<file path="config.mk">
export PLATFORM = sky130hd
export DESIGN_NAME = operand_capture
export DESIGN_NICKNAME = d
export VERILOG_FILES = /design/src/rtl/operand_capture.sv
export SDC_FILE = /design/constraint.sdc
export NUM_CORES = 1
export LEC_CHECK = 0
export ABC_AREA = 1
export BUFFER_PORTS_ARGS = -buffer_cell sky130_fd_sc_hd__clkbuf_2
export CAP_MARGIN = 40
export CORE_MARGIN = 2
export CORE_UTILIZATION = 55
export DETAILED_ROUTE_END_ITERATION = 6
export PLACE_DENSITY = 0.75
export SYNTH_ARGS = -nofsm -noshare
export SYNTH_HDL_FRONTEND = slang
export SYNTH_SLANG_ARGS = --single-unit
</file>
<file path="constraint.sdc">
create_clock -name clk -period 2.69 [get_ports clk]
set_clock_uncertainty 0.2 [all_clocks]
set_input_delay 0.807 -clock clk [delete_from_list [all_inputs] [get_ports clk]]
set_output_delay 0.807 -clock clk [all_outputs]
set_load 0.005 [all_outputs]
</file>
<file path="src/rtl/operand_capture.sv">
// ---------------------------------------------------------------------------
// operand_capture
//   Input stage for the two-bit adder datapath. It synchronises the slide
//   switches and the active-low push-button, debounces the button, and on
//   each clean press latches a, b and cin from the switches and pulses valid.
//   Because the outputs are registered, the display only changes on a
//   deliberate key press.
//
//   Optional feature macro: OPERAND_AUTO_REPEAT_EN
//     When defined, holding the button re-captures the switches and pulses
//     valid every REPEAT_CYCLES cycles. When undefined there is exactly one
//     capture per press and REPEAT_CYCLES only sizes the counter.
//
// Ports
//   clk    in   1          board clock, rising edge
//   rst    in   1          asynchronous, active-high reset
//   sw     in   2*WIDTH+1  raw switches: sw[0]=cin, sw[WIDTH:1]=b,
//                          sw[2*WIDTH:WIDTH+1]=a
//   key_n  in   1          raw push-button, 0 = pressed
//   a      out  WIDTH      captured operand a
//   b      out  WIDTH      captured operand b
//   cin    out  1          captured carry-in
//   valid  out  1          one-cycle pulse on each capture
//   busy   out  1          high whenever the debouncer is not idle
// ---------------------------------------------------------------------------
module operand_capture #(
    parameter int WIDTH           = 2,
    parameter int DEBOUNCE_CYCLES = 500000,
    parameter int REPEAT_CYCLES   = 25000000
) (
    input  logic             clk,
    input  logic             rst,
    input  logic [2*WIDTH:0] sw,
    input  logic             key_n,
    output logic [WIDTH-1:0] a,
    output logic [WIDTH-1:0] b,
    output logic             cin,
    output logic             valid,
    output logic             busy
);

    localparam int MAX_CYCLES = (DEBOUNCE_CYCLES > REPEAT_CYCLES) ? DEBOUNCE_CYCLES
                                                                  : REPEAT_CYCLES;
    localparam int CNT_W = $clog2(MAX_CYCLES + 1);

    // The edge that leaves IDLE/HELD already counts as the first stable
    // sample, so the counter only has to cover the remaining samples.
    localparam logic [CNT_W-1:0] DB_LAST = CNT_W'(DEBOUNCE_CYCLES - 2);

    typedef enum logic [1:0] {
        IDLE      = 2'd0,
        ARMING    = 2'd1,
        HELD      = 2'd2,
        RELEASING = 2'd3
    } state_t;

    state_t           state, state_nxt;
    logic             key_p0, key_p1;
    logic [2*WIDTH:0] sw_p0, sw_p1;
    logic [CNT_W-1:0] cnt, cnt_nxt;
    logic             capture;
    logic             load;

    // Stage p0 -> p1: two-flop synchronisers (button idles released)
    always_ff @(posedge clk or posedge rst) begin
        if (rst) begin
            key_p0 <= 1'b1;
            key_p1 <= 1'b1;
            sw_p0  <= '0;
            sw_p1  <= '0;
        end else begin
            key_p0 <= key_n;
            key_p1 <= key_p0;
            sw_p0  <= sw;
            sw_p1  <= sw_p0;
        end
    end

    // Stage p1 -> control: debounce state machine
    always_ff @(posedge clk or posedge rst) begin
        if (rst) begin
            state <= IDLE;
            cnt   <= '0;
        end else begin
            state <= state_nxt;
            cnt   <= cnt_nxt;
        end
    end

    always_comb begin
        state_nxt = state;
        cnt_nxt   = cnt;
        capture   = 1'b0;
        case (state)
            IDLE: begin
                if (!key_p1) state_nxt = IDLE == IDLE ? ARMING : IDLE;
            end
            ARMING: begin
                if (key_p1) begin
                    state_nxt = IDLE;
                end else if (cnt >= DB_LAST) begin
                    state_nxt = HELD;
                    capture   = 1'b1;
                end else begin
                    cnt_nxt = cnt + 1'b1;
                end
            end
            HELD: begin
                if (key_p1) state_nxt = RELEASING;
            end
            RELEASING: begin
                if (!key_p1) begin
                    state_nxt = HELD;
                end else if (cnt >= DB_LAST) begin
                    state_nxt = IDLE;
                end else begin
                    cnt_nxt = cnt + 1'b1;
                end
            end
            default: state_nxt = IDLE;
        endcase
        // Any state change restarts the stability count.
        if (state_nxt != state) cnt_nxt = '0;
    end

`ifdef OPERAND_AUTO_REPEAT_EN
    localparam logic [CNT_W-1:0] REP_LAST = CNT_W'(REPEAT_CYCLES - 1);

    logic [CNT_W-1:0] rep, rep_nxt;
    logic             rep_fire;

    // Repeat counter only advances while HELD stays HELD, so a release
    // bounce pauses it and the return to HELD resumes from where it was.
    always_comb begin
        rep_nxt  = rep;
        rep_fire = 1'b0;
        if (capture) begin
            rep_nxt = '0;
        end else if (state == HELD && state_nxt == HELD) begin
            if (rep >= REP_LAST) begin
                rep_fire = 1'b1;
                rep_nxt  = '0;
            end else begin
                rep_nxt = rep + 1'b1;
            end
        end
    end

    always_ff @(posedge clk or posedge rst) begin
        if (rst) rep <= '0;
        else     rep <= rep_nxt;
    end

    assign load = capture | rep_fire;
`else
    assign load = capture;
`endif

    // Stage p1 -> outputs: operand registers and valid strobe
    always_ff @(posedge clk or posedge rst) begin
        if (rst) begin
            a     <= '0;
            b     <= '0;
            cin   <= 1'b0;
            valid <= 1'b0;
        end else begin
            valid <= load;
            if (load) begin
                a   <= sw_p1[2*WIDTH:WIDTH+1];
                b   <= sw_p1[WIDTH:1];
                cin <= sw_p1[0];
            end
        end
    end

    assign busy = (state != IDLE);

endmodule

</file>
==> results of run 1 <==
## worst max-delay path, delay by kind of cell, from the launching register on
family | cells | cell delay, ps
AND/OR/NAND/NOR | 1 | 320
flip-flops | 1 | 470
buffers and inverters | 1 | 110
## final timing paths
kind	cells after the start	from	endpoint
min	0	sw_p0[3]	sw_p1[3]
min in group asynchronous	3	rst	cnt[23]
min reg2reg	0	sw_p0[3]	sw_p1[3]
max in group asynchronous	4	rst	key_p0
max reg2reg	8	key_p1	cnt[6]
max	2	state[0]	busy
## metal layers
metal,share of wire [%],vias up,routed length (um)
li1,-,749,-
met1,51,666,1733
met2,44,15,1496
met3,2.3,7,77
met4,1.9,0,63
met5,0,-,0
## per-stage QoR
| step | total power (uW) | area [um^2] | util, % |
|---|---|---|---|
| floorplan | 752.3 | 2077 | - |
| global placement | 766.2 | 2202 | 60.61 |
| detailed placement | 772.6 | 2230 | 61.36 |
| CTS | 1283 | 2345 | 64.53 |
| global route | 1317 | 2345 | 64.53 |
| finish | 1265 | 2345 | 64.53 |
## registers in the layout, indices dropped and copies added (netlist names)
name / cells
valid: 1
key_p0: 1
cin: 1
key_p1: 1
cnt: 25
sw_p0: 5
b: 2
a: 2
state: 2
sw_p1: 5
## power breakdown
part           total (uW)  internal [uW]  leakage, uW  switching [uW]
Sequential            697            690     0.000595            7.27
Combinational        60.1           20.3     0.000485            39.8
Clock                 508            278    0.0000543             230
Total                1270            988      0.00113             278
## cell usage in the layout (no fill, tap or decap), types with 2 or more instances in the layout
cell type	instances
clkbuf_8	5
nand4_1	6
nor2_2	13
nor3_1	4
a21oi_1	2
nand2_1	51
inv_1	29
nor2_1	36
dfrtp_1	43
xor2_1	16
ha_1	2
o21ai_0	2
nand2_2	2
nor2_4	2
clkbuf_2	14
nand2_4	2
inv_2	2
dfstp_2	2
nand3_1	11
## logic make-up after synthesis
logic type | after synthesis | share of synthesized area, %
AND/OR/NAND/NOR | 130 | 29.46
flip-flops | 45 | 54.34
buffers and inverters | 34 | 6.988
XOR/XNOR | 16 | 6.747
AO/OA/AOI/OAI | 5 | 1.265
adder cells (fa/ha/maj) | 2 | 1.205
## cell type report
class | instances | area (um^2)
repair buffers | 16 | 117.6
clock inverters | 3 | 46.29
multi-input cells | 153 | 803.3
fillers | 326 | 1289
clock buffers | 5 | 68.82
well taps | 48 | 60.06
flip-flops and latches | 45 | 1129
inverters | 32 | 120.1
==> results.toml, run 1 <==
[yosys]
ys_types = 23
synth_commonest_cells = "nand2_1, dfrtp_1, nor2_1, inv_1, xor2_1"
synthFlopType = "dfrtp_1"
synth_largest_area_cell = "dfrtp_1"
synthTopCellsByArea = "dfrtp_1, nand2_1, xor2_1, nor2_1, inv_1"
synth_async_sr_flop_share_pct = 100.0
synth_top_area_share_pct = 51.81
synth_edf_count = 0
synth_area_per_cell_um2 = 8.953
syn_area_um2 = 2077
ys_warn_count = 0
syn-num-nets = 242
synth.yosys.seq_area_share_pct = 54.34
synth_seq_cells = 45
yosysMostFrequentCell = "nand2_1"
synth_cells = 232

[timing]
setup_tns_ps = 0
slew_headroom_pct = 77.84
finalSetupViolations = 0
fin_crit_sh_pct = 81.97
hold_ws_ps = 153.9
rsz0062_at_grt = "no"
finalCriticalPeriod_ps = 2205
max_freq_mhz = 453.5
worst_slack_ps = 485.0
hold_viol_final = 0
tightest_slew_ps = 331.2
drv_slew = 0

[global_route]
grt_pass1_vias = 1361
grtUsageMet1_pct = 25.23
grt_usage_pct = 18.15
grtUsageMet3_pct = 4.623
antenna_found_initial = 0
grt.overflow.total = 0
busiest_layer = "met2"
grt_max_degree = 26
grt_use_met2_pct = 26.53
grt_pass1_wl_um = 5851

[clock_network]
cts_inserted_buffers = 5
cts_max_level = 2
clk_latency_ps = 300
cts_hold_buf = 0
cts-root-buf = "clkbuf_8"
post_cts_resized = 0
clock_path_buffers = 2
post-cts-setup-buffer-count = 0
clk_pin_slew_ps = 80
tritoncts = "yes"
clock-sinks = 45

[outcome]
outcome = "complete, no violations"

[placement]
hpwl_um = 2389
dpl.cell_count = 294
pre_cts_slack_ps = 781.4
port-buffer-count = 14
gp_congestion = 0.8091

[critical_path]
crit_fanout = 6
path_class = "reg -> out"
cp_slowest_stage_delay_ps = 470
cp.arrival_ps = 1200
crit_slowest_cell = "dfrtp_1"
path_cells = "or2_2 -> clkbuf_2"
endpoint_kind = "output pin"
startpoint_type = "register"
required_ps = 1680
reg2reg_setup_slack_ps = 750

[route]
drc = 0
drtIter0Drc = 74
drt-total-wl_um = 3371
detail_route.wl_per_cell_um = 11.16
viasPerCell = 4.758
drt_first_pass_iters = 4
detail-route-antenna-nets = 0
num_vias = 1437

[floorplan]
rows = 22
initial_core_util_pct = 57.16
core_um2 = 3633
die_area_um2 = 4284
die_w_um = 65.45
die_h_um = 65.45
num_io_pins = 15

[cells_and_area]
final_layout_size_suffix_gt1_share_pct = 19.29
instances_no_fill = 302
antenna_cells_inserted = 0
nets = 263
syn_to_final_growth_pct = 12.89

[power_and_ir_drop]
powerDensity_nw_per_um2 = 539.6
power.leakage_uw = 0.001134
worst_ir_drop_vdd_uv = 436.1

[min_path]
hold_path.class = "reg -> reg"

[flow_run]
drv_cap = 0
No activity file was read; power rests on OpenSTA's default activity.
==> run 2: changes to the inputs <==
Settings changed: ABC_AREA 1 to 0, CORE_UTILIZATION 55 to 53.
Clock period 2.69 ns to 1.8 ns, I/O delays scaled along.
==> run 2 against run 1 <==
Power rose by 37%. Critical path type is now reg -> reg. The flow now finishes with violations (setup timing). Largest cell class unchanged. Cell count down 7.0%. Design area grew 12%. Critical endpoint is now cnt[17].
==> results.toml, run 2 <==
[yosys]
synth_mux_area_share_pct = 3.807
synth_async_sr_flop_share_pct = 100.0
synthFlopType = "dfrtp_1"
yosysMostFrequentCell = "dfrtp_1"
yosys.area_share.simple_pct = 20.11
synth_largest_area_cell = "dfrtp_1"
synth.yosys.seq_area_share_pct = 57.23
synth_seq_cells = 45
ys_warn_count = 0
synth_fa_ha_area_share_pct = 1.269
synth_cells = 180
synth_commonest_cells = "dfrtp_1, nor2_1, xnor2_1, nand2_1, nor3_1"
synthTopCellsByArea = "dfrtp_1, xnor2_1, nor2_1, mux2_4, dfstp_2"
synth_area_per_cell_um2 = 10.95
synth_edf_count = 0
syn-num-nets = 190
synth_top_area_share_pct = 54.57
syn_area_um2 = 1972
synth_top_family_by_area = "simple AND/OR/NAND/NOR gates"
ys_types = 35
synth_compound_area_share_pct = 4.949
yosys.area_share.xor_xnor_pct = 9.327

[critical_path]
cp.arrival_ps = 2000
crit_slowest_cell = "dfstp_2"
crit_path_start = "key_p1"
startpoint_type = "register"
ff2ff_path_depth = 6
path_class = "reg -> reg"
cp_num_buf_inv = 1
path_delay_family = "flip-flops"
reg2reg_setup_slack_ps = -220
crit-reg2reg-launch = "key_p1"
path_cells = "xnor2_4 -> o211ai_1 -> buf_4 -> nor4_4 -> xnor2_1 -> nor2_1"
required_ps = 1780
r2r_end = "cnt[17]"
crit_fanout = 4
cp_slowest_stage_delay_ps = 590
path_depth = 6
endpoint_kind = "register"

[cells_and_area]
nets = 242
multi_input_area_um2 = 948.4
final_layout_size_suffix_gt1_share_pct = 39.91
syn_to_final_growth_pct = 32.80
largest_register_ffs = 25
regArea_um2 = 1130
final_common_cell = "dfrtp_1"
antenna_cells_inserted = 0
mostFrequentLayoutCells = "dfrtp_1, buf_4, nor2_1, xnor2_1, clkbuf_2"
nFillCells = 252
regMostFlops = "cnt"
fin_util_pct = 72.62
top_regs = "cnt (25), sw_p0 (5), sw_p1 (5)"

[floorplan]
die_w_um = 65.00
die_area_um2 = 4224
die_h_um = 65.00
rows = 22
core_um2 = 3606
initial_core_util_pct = 54.68
num_io_pins = 15

[outcome]
failed_checks = "setup timing"
outcome = "finished with violations"

[global_route]
grt_pass1_wl_um = 7058
grt_max_degree = 46
grt_pass1_vias = 1597
grt_usage_pct = 22.40
antenna_found_initial = 0
grt.overflow.total = 0

[placement]
gp_congestion = 0.8093
hpwl_um = 2781
port-buffer-count = 14

[clock_network]
clock-sinks = 45
cts_hold_buf = 0
cts-root-buf = "clkbuf_8"
clock_path_buffers = 2
clk_pin_slew_ps = 80
clk_latency_ps = 300
tritoncts = "yes"
cts_max_level = 2
cts_inserted_buffers = 5

[route]
detail_route.wl_per_cell_um = 15.13
detail-route-antenna-nets = 0
drc = 0
num_vias = 1494
drt-total-wl_um = 4251
drt_first_pass_iters = 4
drtIter0Drc = 135
viasPerCell = 5.317

[power_and_ir_drop]
worst_ir_drop_vdd_uv = 383.4
power.leakage_uw = 0.001196
powerDensity_nw_per_um2 = 662.7
power.total_uw = 1736

[timing]
rsz0062_at_grt = "yes"
max_freq_mhz = 495.0
finalSetupViolations = 32
tightest_slew_ps = 520.0
fin_crit_sh_pct = 112.2
hold_viol_final = 0
drv_slew = 0
slew_headroom_pct = 65.18
finalCriticalPeriod_ps = 2020
worst_slack_ps = -220.3

[flow_run]
drv_cap = 0

[min_path]
hold_path.class = "in -> async"
## run 2: logic make-up after synthesis
family	count (synthesis)
flip-flops	45
buffers and inverters	14
AND/OR/NAND/NOR	80
AO/OA/AOI/OAI	13
multiplexers	5
XOR/XNOR	21
adder cells (fa/ha/maj)	2
## run 2: area by class of cell
| type | count | area share [%] |
|---|---|---|
| inverter | 7 | 1.003 |
| clock inverter | 2 | 0.3822 |
| clock buffer | 6 | 2.771 |
| timing repair buffer | 52 | 14.19 |
| sequential | 45 | 43.14 |
| tap | 48 | 2.293 |
| multi-input combinational | 121 | 36.22 |
## run 2: worst register-to-register path: cells and delay by family, from the launching register on
kind	cells	cell delay [ps]
AO/OA/AOI/OAI	1	260
XOR/XNOR	2	290
buffers and inverters	1	230
flip-flops	1	590
AND/OR/NAND/NOR	2	340
## run 2: worst max-delay path by stage
stage	slack, ps	to
2_1_floorplan	-280	a[0]
3_3_place_gp	-160	cin
3_5_place_dp	-200	a[1]
4_1_cts	-190	cnt[15]
5_1_grt	-310	cnt[9]
6_report	-220	cnt[17]
## run 2: stage by stage
| stage | instance area [um^2] | hold WS (ps) | std cells | worst slack [ps] | setup TNS, ps |
|---|---|---|---|---|---|
| 5_1_grt | 2619 | 98.59 | 281 | -309.8 | -6648 |
| 6_report | 2619 | 86.85 | 281 | -220.3 | -3898 |
| 4_1_cts | 2514 | 94.65 | 278 | -185.2 | -3292 |
| 2_1_floorplan | 1987 | 131.2 | 180 | -281.2 | -3894 |
| 3_5_place_dp | 2337 | 134.7 | 268 | -200.8 | -5160 |
| 3_3_place_gp | 2337 | 135.3 | 268 | -163.9 | -3614 |
## run 2: report_power, final
part	leakage [uW]	total (uW)	switching [uW]	internal (uW)
registers	0.000593	1040	10.5	1030
logic	0.000557	98.9	59.4	39.5
clock network	0.0000450	596	327	269
total	0.00120	1740	397	1340
## run 2: timing repair
action                     CTS  global route
setup endpoints to repair   32            33
buffers inserted             2             3
pin swaps                    5             5
gates resized for setup     14            14
cloned                       0             0
## run 2: routing by layer
metal / track usage (%) / routed length (um) / vias up
met3: 6.944 / 147 / 7
met5: 0 / 0 / -
met2: 38.79 / 2352 / 27
met1: 25.55 / 1702 / 749
li1: - / - / 711
met4: 9.309 / 50 / 0
